[src/rtl/nibble_serial_adder_pkg.sv]
// Shared definitions for the nibble-serial adder: state encoding and slice width.
package nibble_serial_adder_pkg;

  localparam int NIBBLE_W = 4;

  typedef enum logic [1:0] {
    ST_IDLE = 2'd0,
    ST_ADD  = 2'd1,
    ST_DONE = 2'd2
  } state_t;

  // Index counter width: enough for NIBBLES-1, never narrower than one bit.
  function automatic int idx_width(input int nibbles);
    return (nibbles > 1) ? $clog2(nibbles) : 1;
  endfunction

endpackage

[src/rtl/nibble_serial_adder_if.sv]
// Request/result bundle between a client and the nibble-serial adder.
interface nibble_serial_adder_if #(
  parameter int NIBBLES = 4
);
  import nibble_serial_adder_pkg::*;

  localparam int W = NIBBLE_W * NIBBLES;

  logic         start;
  logic [W-1:0] a;
  logic [W-1:0] b;
  logic         cin;
  logic         busy;
  logic         done;
  logic [W-1:0] sum;
  logic         cout;

  modport master (
    output start, a, b, cin,
    input  busy, done, sum, cout
  );

  modport slave (
    input  start, a, b, cin,
    output busy, done, sum, cout
  );

endinterface

[src/rtl/full_adder_4bit_bh.sv]
// Behavioural 4-bit full adder shared by the nibble-serial datapath.
module full_adder_4bit_bh (
  output logic [3:0] s,
  output logic       cout,
  input  logic [3:0] a,
  input  logic [3:0] b,
  input  logic       cin
);

  assign {cout, s} = {1'b0, a} + {1'b0, b} + {4'b0000, cin};

endmodule

[src/rtl/nibble_serial_adder.sv]
// Wide adder that feeds one nibble per clock through a single 4-bit adder,
// chaining the carry through a register and publishing the result on completion.
//
// state   | meaning
// --------+-----------------------------------------------
// ST_IDLE | waiting for start
// ST_ADD  | adding nibble idx, LSB first
// ST_DONE | one-cycle completion; may accept a new start
module nibble_serial_adder
  import nibble_serial_adder_pkg::*;
#(
  parameter int NIBBLES = 4
) (
  input  logic                 clk,
  input  logic                 rst_n,
  nibble_serial_adder_if.slave bus
);

  localparam int W     = NIBBLE_W * NIBBLES;
  localparam int IDX_W = idx_width(NIBBLES);
  localparam logic [IDX_W-1:0] IDX_LAST = IDX_W'(NIBBLES - 1);

  state_t             state, state_nx;
  logic               accept;
  logic               last;

  logic [W-1:0]       op_a, op_b;
  logic               carry;
  logic [IDX_W-1:0]   idx;
  logic [W-1:0]       res, res_nx;

  logic [W-1:0]       sum_q;
  logic               cout_q;
  logic               busy_q, done_q;

  logic [NIBBLE_W-1:0] fa_a, fa_b, fa_s;
  logic                fa_cout;

  assign last = (idx == IDX_LAST);

  always_ff @(posedge clk or negedge rst_n) begin
    if (!rst_n) state <= ST_IDLE;
    else        state <= state_nx;
  end

  always_comb begin
    state_nx = ST_IDLE;
    accept   = 1'b0;
    case (state)
      ST_IDLE: begin
        if (bus.start) begin
          accept   = 1'b1;
          state_nx = ST_ADD;
        end
      end
      ST_ADD: begin
        state_nx = last ? ST_DONE : ST_ADD;
      end
      ST_DONE: begin
        if (bus.start) begin
          accept   = 1'b1;
          state_nx = ST_ADD;
        end
      end
      default: state_nx = ST_IDLE;
    endcase
  end

  assign fa_a = op_a[idx*NIBBLE_W +: NIBBLE_W];
  assign fa_b = op_b[idx*NIBBLE_W +: NIBBLE_W];

  full_adder_4bit_bh u_fa (
    .s    (fa_s),
    .cout (fa_cout),
    .a    (fa_a),
    .b    (fa_b),
    .cin  (carry)
  );

  // The final nibble is merged here so sum can be published on the same edge it is produced.
  always_comb begin
    res_nx = res;
    res_nx[idx*NIBBLE_W +: NIBBLE_W] = fa_s;
  end

  always_ff @(posedge clk or negedge rst_n) begin
    if (!rst_n) begin
      op_a   <= '0;
      op_b   <= '0;
      carry  <= 1'b0;
      idx    <= '0;
      res    <= '0;
      sum_q  <= '0;
      cout_q <= 1'b0;
    end else if (accept) begin
      op_a  <= bus.a;
      op_b  <= bus.b;
      carry <= bus.cin;
      idx   <= '0;
      res   <= '0;
    end else if (state == ST_ADD) begin
      res   <= res_nx;
      carry <= fa_cout;
      if (last) begin
        idx    <= '0;
        sum_q  <= res_nx;
        cout_q <= fa_cout;
      end else begin
        idx <= idx + 1'b1;
      end
    end
  end

  always_ff @(posedge clk or negedge rst_n) begin
    if (!rst_n) begin
      busy_q <= 1'b0;
      done_q <= 1'b0;
    end else begin
      busy_q <= (state_nx == ST_ADD);
      done_q <= (state_nx == ST_DONE);
    end
  end

  assign bus.busy = busy_q;
  assign bus.done = done_q;
  assign bus.sum  = sum_q;
  assign bus.cout = cout_q;

endmodule
[src/flat_wrapper.sv]
// flat-port wrapper written by rule: the top's interface ports become plain ports
module nibble_serial_adder_flat import nibble_serial_adder_pkg::*;
#(
  parameter int NIBBLES = 4
)
  (clk, rst_n, bus_start, bus_a, bus_b, bus_cin, bus_busy, bus_done, bus_sum, bus_cout);
  nibble_serial_adder_if #(.NIBBLES(NIBBLES)) bus_i ();
  input  logic clk;
  input  logic rst_n;
  input wire logic [$bits(bus_i.start)-1:0] bus_start;
  input wire logic [$bits(bus_i.a)-1:0] bus_a;
  input wire logic [$bits(bus_i.b)-1:0] bus_b;
  input wire logic [$bits(bus_i.cin)-1:0] bus_cin;
  output wire logic [$bits(bus_i.busy)-1:0] bus_busy;
  output wire logic [$bits(bus_i.done)-1:0] bus_done;
  output wire logic [$bits(bus_i.sum)-1:0] bus_sum;
  output wire logic [$bits(bus_i.cout)-1:0] bus_cout;
  assign bus_i.start = bus_start;
  assign bus_i.a = bus_a;
  assign bus_i.b = bus_b;
  assign bus_i.cin = bus_cin;
  assign bus_busy = bus_i.busy;
  assign bus_done = bus_i.done;
  assign bus_sum = bus_i.sum;
  assign bus_cout = bus_i.cout;
  nibble_serial_adder #(.NIBBLES(NIBBLES)) u_core (.clk(clk), .rst_n(rst_n), .bus(bus_i));
endmodule
[config.mk]
export PLATFORM = sky130hd
export DESIGN_NAME = nibble_serial_adder_flat
export DESIGN_NICKNAME = d
export VERILOG_FILES = /design/src/rtl/nibble_serial_adder_pkg.sv /design/src/rtl/nibble_serial_adder_if.sv /design/src/rtl/full_adder_4bit_bh.sv /design/src/rtl/nibble_serial_adder.sv /design/src/flat_wrapper.sv
export SDC_FILE = /design/constraint.sdc
export NUM_CORES = 1
export LEC_CHECK = 0
export CORE_MARGIN = 2
export CORE_UTILIZATION = 40
export CTS_CLUSTER_SIZE = 14
export DETAILED_ROUTE_END_ITERATION = 8
export GPL_TIMING_DRIVEN = 0
export PLACE_DENSITY_LB_ADDON = 0.15
export SLEW_MARGIN = 20
export SYNTH_ARGS = -nofsm -noshare
export SYNTH_HDL_FRONTEND = slang
export SYNTH_SLANG_ARGS = --single-unit
[constraint.sdc]
create_clock -name clk -period 3.1 [get_ports clk]
set_input_delay 0.93 -clock clk [delete_from_list [all_inputs] [get_ports clk]]
set_output_delay 0.93 -clock clk [all_outputs]
set_load 0.05 [all_outputs]
==> summary.md, run 1 <==
| Metric | Value |
|---|---|
| Period utilization | `0.920` |
| Seq/Total Area, Yosys | `0.554` |
| List of cells traversed by the critical path | `buf_4, mux4_2, fa_1, and3_1, or3_4, and2_4, a32o_1` |
| Number of antenna violations at the first check in global routing | `0` |
| ANT nets after route | `0` |
| Run status | `finished, final reports clean` |
| Number of optimization iterations in the first detailed-route pass | `4` |
| Buffer depth of the longest clock path | `2` |
| Setup-failing EPs final | `0` |
| Pin count of the biggest net entering global routing | `43` |
| Slew Limit Headroom | `0.533` |
| Number of max-cap violations | `0` |
| Placer Congestion | `0.824` |
| Congestion Overflow GR | `0` |
| Maximum clock frequency | `0.351 GHz` |
| Net count of the finished layout | `359` |
| Global-route wire length before repair | `11.3 mm` |
| Category of the worst setup path launch point | `flop` |
| Number of sinks driven by the clock tree | `72` |
| Busiest grt layer | `met2` |
| Detailed Route WL | `6.93 mm` |
| Number of buffers created by CTS | `9` |
| Port Buf Inserts | `54` |
| Setup Crit Path Kind | `flop to flop` |
| Routing usage on met1 | `0.229` |
| Total negative setup slack | `0 ns` |
| Share of final-layout standard cells stronger than drive strength 1 | `0.246` |
| YS warnings | `0` |
| Initial Util | `0.417` |
| Post-synthesis to final-layout area growth | `28.0%` |
| Layout filler cell count | `693` |
| Post-CTS Hold Buffers | `0` |
| Clk_skew | `between 0.007 and 0.008 ns` |
| Die ar. | `around 8900 µm²` |
| Via/cell ratio | `5.33` |
| Crit. End Element | `flop` |
| Setup repair after global routing missed its margin | `false` |
| Number of antenna diodes | `0` |
| Delay of the slowest cell on the worst path | `0.54 ns` |
| Worst Hold Class | `flop to flop` |
| Core box area | `roughly 8000 µm²` |
| Clock latency of the later-clocked register in the worst-skew pair | `0.35 ns` |
| Shortest clock period the worst path allows after layout | `2.85 ns` |
| Synthesized area | `about 3300 µm²` |
| Met2 capacity usage during global routing | `0.266` |
| Area of the multi-input gates | `1350 µm²` |
| Clock edge transition at the registers on the reported setup and hold paths | `~0.08 ns` |
| Number of failing hold endpoints at the final stage | `0` |
| Area taken by flip-flops and latches | `1800 µm²` |
| Number of remaining DRC errors | `0` |
| Worst R2R Path Depth | `7` |
| Vert. Die Dim | `roughly 94 µm` |
| Top fanout value on the critical path | `10` |
| Count of H-tree levels built during CTS | `3` |
| Global routing usage on met3 | `0.0329` |
| Detailed-placement wirelength estimate | `roughly 4.8 mm` |
| Global-route usage over all layers | `0.171` |
| Crit-path slowest cell | `sky130_fd_sc_hd__mux4_2` |
| Required time at the worst-slack endpoint | `3.34 ns` |
| I/O pin count | `55` |
| Transition time of the tightest slew-check pin | `0.699 ns` |
| Clock tree from TritonCTS | `yes` |
| Via count of the routed design | `2234` |
| Initial DRC count | `128` |
| Root Buffer Master | `sky130_fd_sc_hd__clkbuf_8` |
| Post-synth net total | `293` |
| Via count of the first global-routing pass | `2213` |
| Arrival time worst endpoint | `3.09 ns` |
| DR WL/cell | `about 17 µm` |
| Synth unique cells | `34` |
| Total count of max-transition violations in the final report | `0` |
| Register bit count reported by yosys | `72` |
| Die extent in x | `approximately 94 µm` |
| Avg Synthesized Cell Area | `13.2 µm²` |
| Hold Path Depth | `1` |
| Standard-cell row count | `32` |
| Synthesized netlist cell count | `246` |
## metal layers
layer | up-vias | share of wire
li1 | 1037 | -
met1 | 1112 | 0.45
met2 | 73 | 0.47
met3 | 12 | 0.049
met4 | 0 | 0.023
met5 | - | 0
## stage by stage
stage	hold WS (ns)	std cells	area (µm²)	util	worst slack, ns
3_5_place_dp	0.481	403	3940	0.505	0.0320
2_1_floorplan	0.466	246	3250	-	0.301
3_3_place_gp	0.473	402	3920	0.502	-1.45
4_1_cts	0.503	419	4160	0.533	0.0171
5_1_grt	0.516	419	4170	0.534	0.0816
6_report	0.499	419	4170	0.534	0.249
## state kept, by name (all words and copies together), names as in the netlist
| signal | flops |
|---|---|
| u_core.res | 16 |
| u_core.op_a | 16 |
| u_core.bus.busy | 1 |
| u_core.bus.cout | 1 |
| u_core.idx | 2 |
| u_core.op_b | 16 |
| u_core.state | 2 |
| u_core.bus.done | 1 |
| u_core.bus.sum | 16 |
| u_core.carry | 1 |
## path summary, 6_finish.rpt
path                                startpoint            endpoint  slack [ns]
max in group asynchronous                rst_n        u_core.carry        2.01
worst min-delay path            u_core.res[12]      u_core.res[12]        0.50
min in group asynchronous                rst_n  u_core.bus.sum[10]        0.51
worst max-delay path             u_core.idx[0]      u_core.res[11]        0.25
worst max register to register   u_core.idx[0]      u_core.res[11]        0.25
worst min register to register  u_core.res[12]      u_core.res[12]        0.50
## cells in the mapped netlist
| cell | n | area (µm²) |
|---|---|---|
| sky130_fd_sc_hd__dfrtp_1 | 72 | 1800 |
| sky130_fd_sc_hd__and2_4 | 1 | 8.76 |
| sky130_fd_sc_hd__or3_4 | 1 | 11.3 |
| sky130_fd_sc_hd__a21oi_1 | 9 | 45.0 |
| sky130_fd_sc_hd__a22o_1 | 7 | 61.3 |
| sky130_fd_sc_hd__nor4_4 | 1 | 21.3 |
| sky130_fd_sc_hd__nor4b_2 | 1 | 15.0 |
| sky130_fd_sc_hd__xnor2_1 | 1 | 8.76 |
| sky130_fd_sc_hd__a32o_1 | 8 | 80.1 |
| sky130_fd_sc_hd__nor2b_1 | 2 | 12.5 |
| sky130_fd_sc_hd__o21ai_0 | 2 | 10.0 |
| sky130_fd_sc_hd__a221oi_1 | 12 | 105 |
| sky130_fd_sc_hd__o21bai_1 | 2 | 15.0 |
| sky130_fd_sc_hd__a32oi_1 | 4 | 35.0 |
| sky130_fd_sc_hd__ha_1 | 9 | 113 |
| sky130_fd_sc_hd__buf_1 | 1 | 3.75 |
| sky130_fd_sc_hd__nor3_2 | 2 | 20.0 |
| sky130_fd_sc_hd__nand2b_1 | 1 | 6.26 |
| sky130_fd_sc_hd__inv_2 | 2 | 7.51 |
| sky130_fd_sc_hd__o31ai_1 | 1 | 7.51 |
| sky130_fd_sc_hd__buf_2 | 9 | 45.0 |
| sky130_fd_sc_hd__a21o_1 | 2 | 15.0 |
| sky130_fd_sc_hd__and3_1 | 1 | 6.26 |
| sky130_fd_sc_hd__mux2_2 | 32 | 360 |
| sky130_fd_sc_hd__inv_1 | 11 | 41.3 |
| sky130_fd_sc_hd__fa_1 | 2 | 40.0 |
| sky130_fd_sc_hd__a22o_2 | 2 | 20.0 |
| sky130_fd_sc_hd__o21ai_1 | 1 | 5.00 |
| sky130_fd_sc_hd__and2_1 | 1 | 6.26 |
| sky130_fd_sc_hd__nor2_1 | 30 | 113 |
| sky130_fd_sc_hd__nand2_1 | 5 | 18.8 |
| sky130_fd_sc_hd__a22oi_1 | 1 | 7.51 |
| sky130_fd_sc_hd__mux4_2 | 8 | 180 |
| sky130_fd_sc_hd__clkbuf_1 | 2 | 7.51 |
## worst max-delay path, delay by kind of cell, from the launching register on
kind	cells	cell delay (ns)
flops	1	0.46
buf+inv	1	0.26
mux	1	0.54
compound gates	1	0.25
simple gates	3	0.80
fa+ha+maj	1	0.43
## what timing repair did
item / 4_1_cts / 5_1_grt
setup endpoints to repair: 0 / 17
gates resized for setup: 0 / 5
setup buffers: 0 / 0
## layout make-up
cell class / count / area share
clock buffers: 11 / 0.0339
inverters: 13 / 0.0117
clock inverters: 5 / 0.0192
plain buffers: 12 / 0.0144
flip-flops and latches: 72 / 0.433
repair buffers: 55 / 0.134
multi-input cells: 149 / 0.323
well taps: 102 / 0.0306
## logic make-up after synthesis
kind of cell | share of synthesized area
adder cells (fa/ha/maj) | 0.0469
XOR/XNOR | 0.00269
AND/OR/NAND/NOR | 0.0734
AO/OA/AOI/OAI | 0.125
multiplexers | 0.166
buffers and inverters | 0.0323
flip-flops | 0.554
## cell usage in the layout (no fill, tap or decap), drive strengths merged, types with 9 or more instances in the layout
| master | n |
|---|---|
| inv | 13 |
| clkbuf | 13 |
| dfrtp | 72 |
| clkdlybuf4s50 | 53 |
| nor2 | 30 |
| a21oi | 9 |
| a221oi | 12 |
| buf | 12 |
| a22o | 9 |
| ha | 9 |
| mux2 | 32 |
Power of run 1 is left out: the tool's default activity adds up to more than one toggle a clock period on the data nets, which glitch-free logic cannot reach.
==> run 2: changes to the inputs <==
--- a/config.mk
+++ b/config.mk
@@ -5,10 +5,12 @@
 export SDC_FILE = /design/constraint.sdc
 export NUM_CORES = 1
 export LEC_CHECK = 0
+export ABC_AREA = 1
 export CORE_MARGIN = 2
 export CORE_UTILIZATION = 40
 export CTS_CLUSTER_SIZE = 14
 export DETAILED_ROUTE_END_ITERATION = 8
+export DONT_BUFFER_PORTS = 1
 export GPL_TIMING_DRIVEN = 0
 export PLACE_DENSITY_LB_ADDON = 0.15
 export SLEW_MARGIN = 20
==> summary.md, run 2 <==
| Metric | Value |
|---|---|
| Run status | `finished, final reports clean` |
| Via count of the first global-routing pass | `2525 (+14%)` |
| Maximum clock frequency | `0.359 GHz (+2.5%)` |
| Clock latency of the later-clocked register in the worst-skew pair | `0.34 ns (about the same)` |
| Most common cell in the netlist | `sky130_fd_sc_hd__nand2_1` |
| Async set-or-reset flop fraction in the synthesized netlist | `1.00 (unchanged)` |
| Synth unique cells | `26 (-24%)` |
| Total negative setup slack | `0 ns (unchanged)` |
| Source of the critical timing path | `u_core.idx[0]` |
| Number of buffers created by CTS | `9 (unchanged)` |
| Shortest clock period the worst path allows after layout | `2.78 ns (-0.0689 ns)` |
| Total count of max-transition violations in the final report | `0 (unchanged)` |
| Finished Core Util | `0.453 (-0.0809)` |
| Switching fraction of total power | `0.457` |
| Core box area | `8220 µm² (+5.2%)` |
| Initial Util | `0.412 (-0.00522)` |
| YS warnings | `0 (unchanged)` |
| Synthesized netlist cell count | `339 (+38%)` |
| Arrival time worst endpoint | `3.04 ns (-0.05 ns)` |
| Category of the worst setup path launch point | `flop` |
| Detailed Route WL | `7.51 mm (+8.4%)` |
| Final non-filler cell total | `460 (+9.8%)` |
| Worst Hold Class | `input port to asynchronous set/reset pin` |
| Final setup slack of the worst path | `0.318 ns (+0.0689 ns)` |
| Post-CTS setup buffer count | `0 (unchanged)` |
| Commonest non-fill, non-tap cell in the layout | `sky130_fd_sc_hd__nand2_1` |
| Post-synthesis to final-layout area growth | `9.99%` |
| Die extent in x | `96.0 µm (+1.9%)` |
| Top fanout value on the critical path | `12 (+2)` |
| Pre-CTS setup slack | `0.211 ns (+0.179 ns)` |
| Number of antenna violations at the first check in global routing | `0 (unchanged)` |
| Seq/Total Area, Yosys | `0.533 (-0.0209)` |
| Synthesized area | `3380 µm² (+3.9%)` |
| Setup-failing EPs final | `0 (unchanged)` |
| Clock edge transition at the registers on the reported setup and hold paths | `0.07 ns (about the same)` |
| Part of the power in combinational logic | `0.441` |
| Placer Congestion | `0.801 (-2.8%)` |
| Clock tree from TritonCTS | `yes` |
| Global-route wire length before repair | `12.6 mm (+11%)` |
| Crit-path slowest cell | `sky130_fd_sc_hd__dfrtp_2` |
| Worst hold slack across all endpoints | `0.276 ns (-0.223 ns)` |
| ANT nets after route | `0 (unchanged)` |
| Number of sinks driven by the clock tree | `72 (unchanged)` |
| Part of the total power dissipated in sequential elements | `0.402` |
| Area leader, netlist | `sky130_fd_sc_hd__dfrtp_1` |
| Register bit count reported by yosys | `72 (unchanged)` |
| Pwr per Cell Area | `1270 nW/µm²` |
| Detailed-placement wirelength estimate | `5.34 mm (+11%)` |
| Initial DRC count | `91 (-29%)` |
| Net switching power of the design | `about 2.2 mW` |
| Setup repair after global routing missed its margin | `false` |
| Summed area of non-filler cells in the final layout | `3720 µm² (-11%)` |
| Via count of the routed design | `2393 (+7.1%)` |
| Post-synth net total | `386 (+32%)` |
| Main area contributors after synthesis | `sky130_fd_sc_hd__dfrtp_1, sky130_fd_sc_hd__mux2_2, sky130_fd_sc_hd__nand2_1` |
| Maximum ir drop on the vdd rail | `0.498 mV` |
| Port Buf Inserts | `0 (-100%)` |
| Sum of internal, switching and leakage power | `roughly 4.7 mW` |
| Vert. Die Dim | `96.0 µm (+1.9%)` |
| Global-route usage over all layers | `0.185 (+0.0139)` |
| Die ar. | `9210 µm² (+3.7%)` |
| Number of enable flip-flop cells after synthesis | `0 (unchanged)` |
| DR WL/cell | `16.3 µm (-1.2%)` |
| Top FF cell, synth | `sky130_fd_sc_hd__dfrtp_1` |
| Avg Synthesized Cell Area | `9.98 µm² (-25%)` |
| Clk_skew | `0.0101 ns (+0.00297 ns)` |
| Number of max-cap violations | `0 (unchanged)` |
| Delay of the slowest cell on the worst path | `0.47 ns (-0.07 ns)` |
| Top cell by count, worst path | `sky130_fd_sc_hd__nand2_1` |
| Period utilization | `0.897 (-0.0222)` |
| I/O pin count | `55 (unchanged)` |
| Number of antenna diodes | `0 (unchanged)` |
| Via/cell ratio | `5.20 (-2.4%)` |
| Cell area after placement | `3510 µm² (-11%)` |
| Number of optimization iterations in the first detailed-route pass | `4 (unchanged)` |
| Count of H-tree levels built during CTS | `3 (unchanged)` |
| Leading post-synthesis cells by instance count | `sky130_fd_sc_hd__nand2_1, sky130_fd_sc_hd__dfrtp_1, sky130_fd_sc_hd__mux2_2` |
| Top cell type's share of synthesized area | `0.533 (-0.0209)` |
| Standard-cell row count | `33 (+3.1%)` |
| List of cells traversed by the critical path | `inv_2, buf_4, buf_4, nor2_1, o22ai_1, fa_1, inv_1, fa_1, nand2_1, nand2_1, nor2_1, nand2_1, o22ai_1, nand2_1, o21ai_0` |
| Number of remaining DRC errors | `0 (unchanged)` |
| Internal power | `2.56 mW` |
| Worst r2r src | `u_core.idx[0]` |
| Share of power burned in the clock network | `0.157` |
| Count of placed standard cells including taps | `444 (+10%)` |
| Share of final-layout standard cells stronger than drive strength 1 | `0.211 (-0.0348)` |
| Root Buffer Master | `sky130_fd_sc_hd__clkbuf_8` |
| Most frequent cells in the layout | `sky130_fd_sc_hd__nand2_1, sky130_fd_sc_hd__dfrtp_1, sky130_fd_sc_hd__mux2_2` |
| Net count of the finished layout | `397 (+11%)` |
| Pin count of the biggest net entering global routing | `73 (+70%)` |
| Number of failing hold endpoints at the final stage | `0 (unchanged)` |
| Slew Limit Headroom | `0.675 (+0.142)` |
| Required time at the worst-slack endpoint | `3.36 ns (+0.02 ns)` |
| Transition time of the tightest slew-check pin | `0.487 ns (-0.212 ns)` |
| Congestion Overflow GR | `0 (unchanged)` |
| Post-CTS Hold Buffers | `0 (unchanged)` |
| Setup Crit Path Kind | `flop to flop` |
| Buffer depth of the longest clock path | `2 (unchanged)` |
| Static Leak | `1.74 nW` |
| Post-cts repair resize count | `0 (unchanged)` |
| Crit. End Element | `flop` |
## run 2: cell count changes after synthesis, moves of 8 or more
cell,delta
sky130_fd_sc_hd__nand2_1,+77
sky130_fd_sc_hd__o21ai_0,+19
sky130_fd_sc_hd__inv_1,+18
sky130_fd_sc_hd__o22ai_1,+16
sky130_fd_sc_hd__nor2_1,-13
sky130_fd_sc_hd__a221oi_1,-12
sky130_fd_sc_hd__o21ai_1,+11
sky130_fd_sc_hd__a32o_1,-8
sky130_fd_sc_hd__mux4_2,-8
## run 2: final cells by class
cell class              instances  area [µm²]
plain buffers                  14         103
clock buffers                  11         141
clock inverters                 5        56.3
fillers                       805        4500
inverters                      35         134
multi-input cells             218        1350
flip-flops and latches         72        1800
well taps                     105         131
## run 2: path summary, 6_finish.rpt
path / endpoint / slack, ns / depth (start not counted)
max reg2reg: u_core.res[14] / 0.32 / 15
min: u_core.bus.sum[12] / 0.28 / 0
min in group clk: u_core.res[3] / 0.48 / 2
min reg2reg: u_core.res[3] / 0.48 / 2
max: u_core.res[14] / 0.32 / 15
max in group asynchronous: u_core.res[3] / 2.72 / 0
## run 2: per-layer routing
layer / track usage / routed length (µm) / up-vias
met2: 0.308 / 3830 / 52
li1: - / - / 1150
met4: 0.0619 / 55 / 0
met5: 0 / 0 / -
met1: 0.225 / 3260 / 1187
met3: 0.0626 / 369 / 4
## run 2: logic make-up after synthesis
| group | Yosys count | synth area share |
|---|---|---|
| mux | 32 | 0.107 |
| fa+ha+maj | 11 | 0.0451 |
| simple gates | 114 | 0.142 |
| flops | 72 | 0.533 |
| buf+inv | 49 | 0.0699 |
| compound gates | 61 | 0.104 |
## run 2: critical path, delay by kind of cell (launching register included)
kind	cells	cell delay, ns
simple gates	6	0.55
fa+ha+maj	2	0.62
compound gates	3	0.50
flops	1	0.47
buf+inv	4	0.56
## run 2: power by group through the flow
stage               combinational (mW)  clock (mW)  sequential [mW]
finish                            2.08       0.741             1.89
global route                      2.35       0.816             1.95
CTS                               2.08       0.771             1.90
detailed placement                2.07           0             1.92
global placement                  2.02           0             1.91
floorplan                         1.60           0             1.82
No activity file was read; power rests on OpenSTA's default activity.
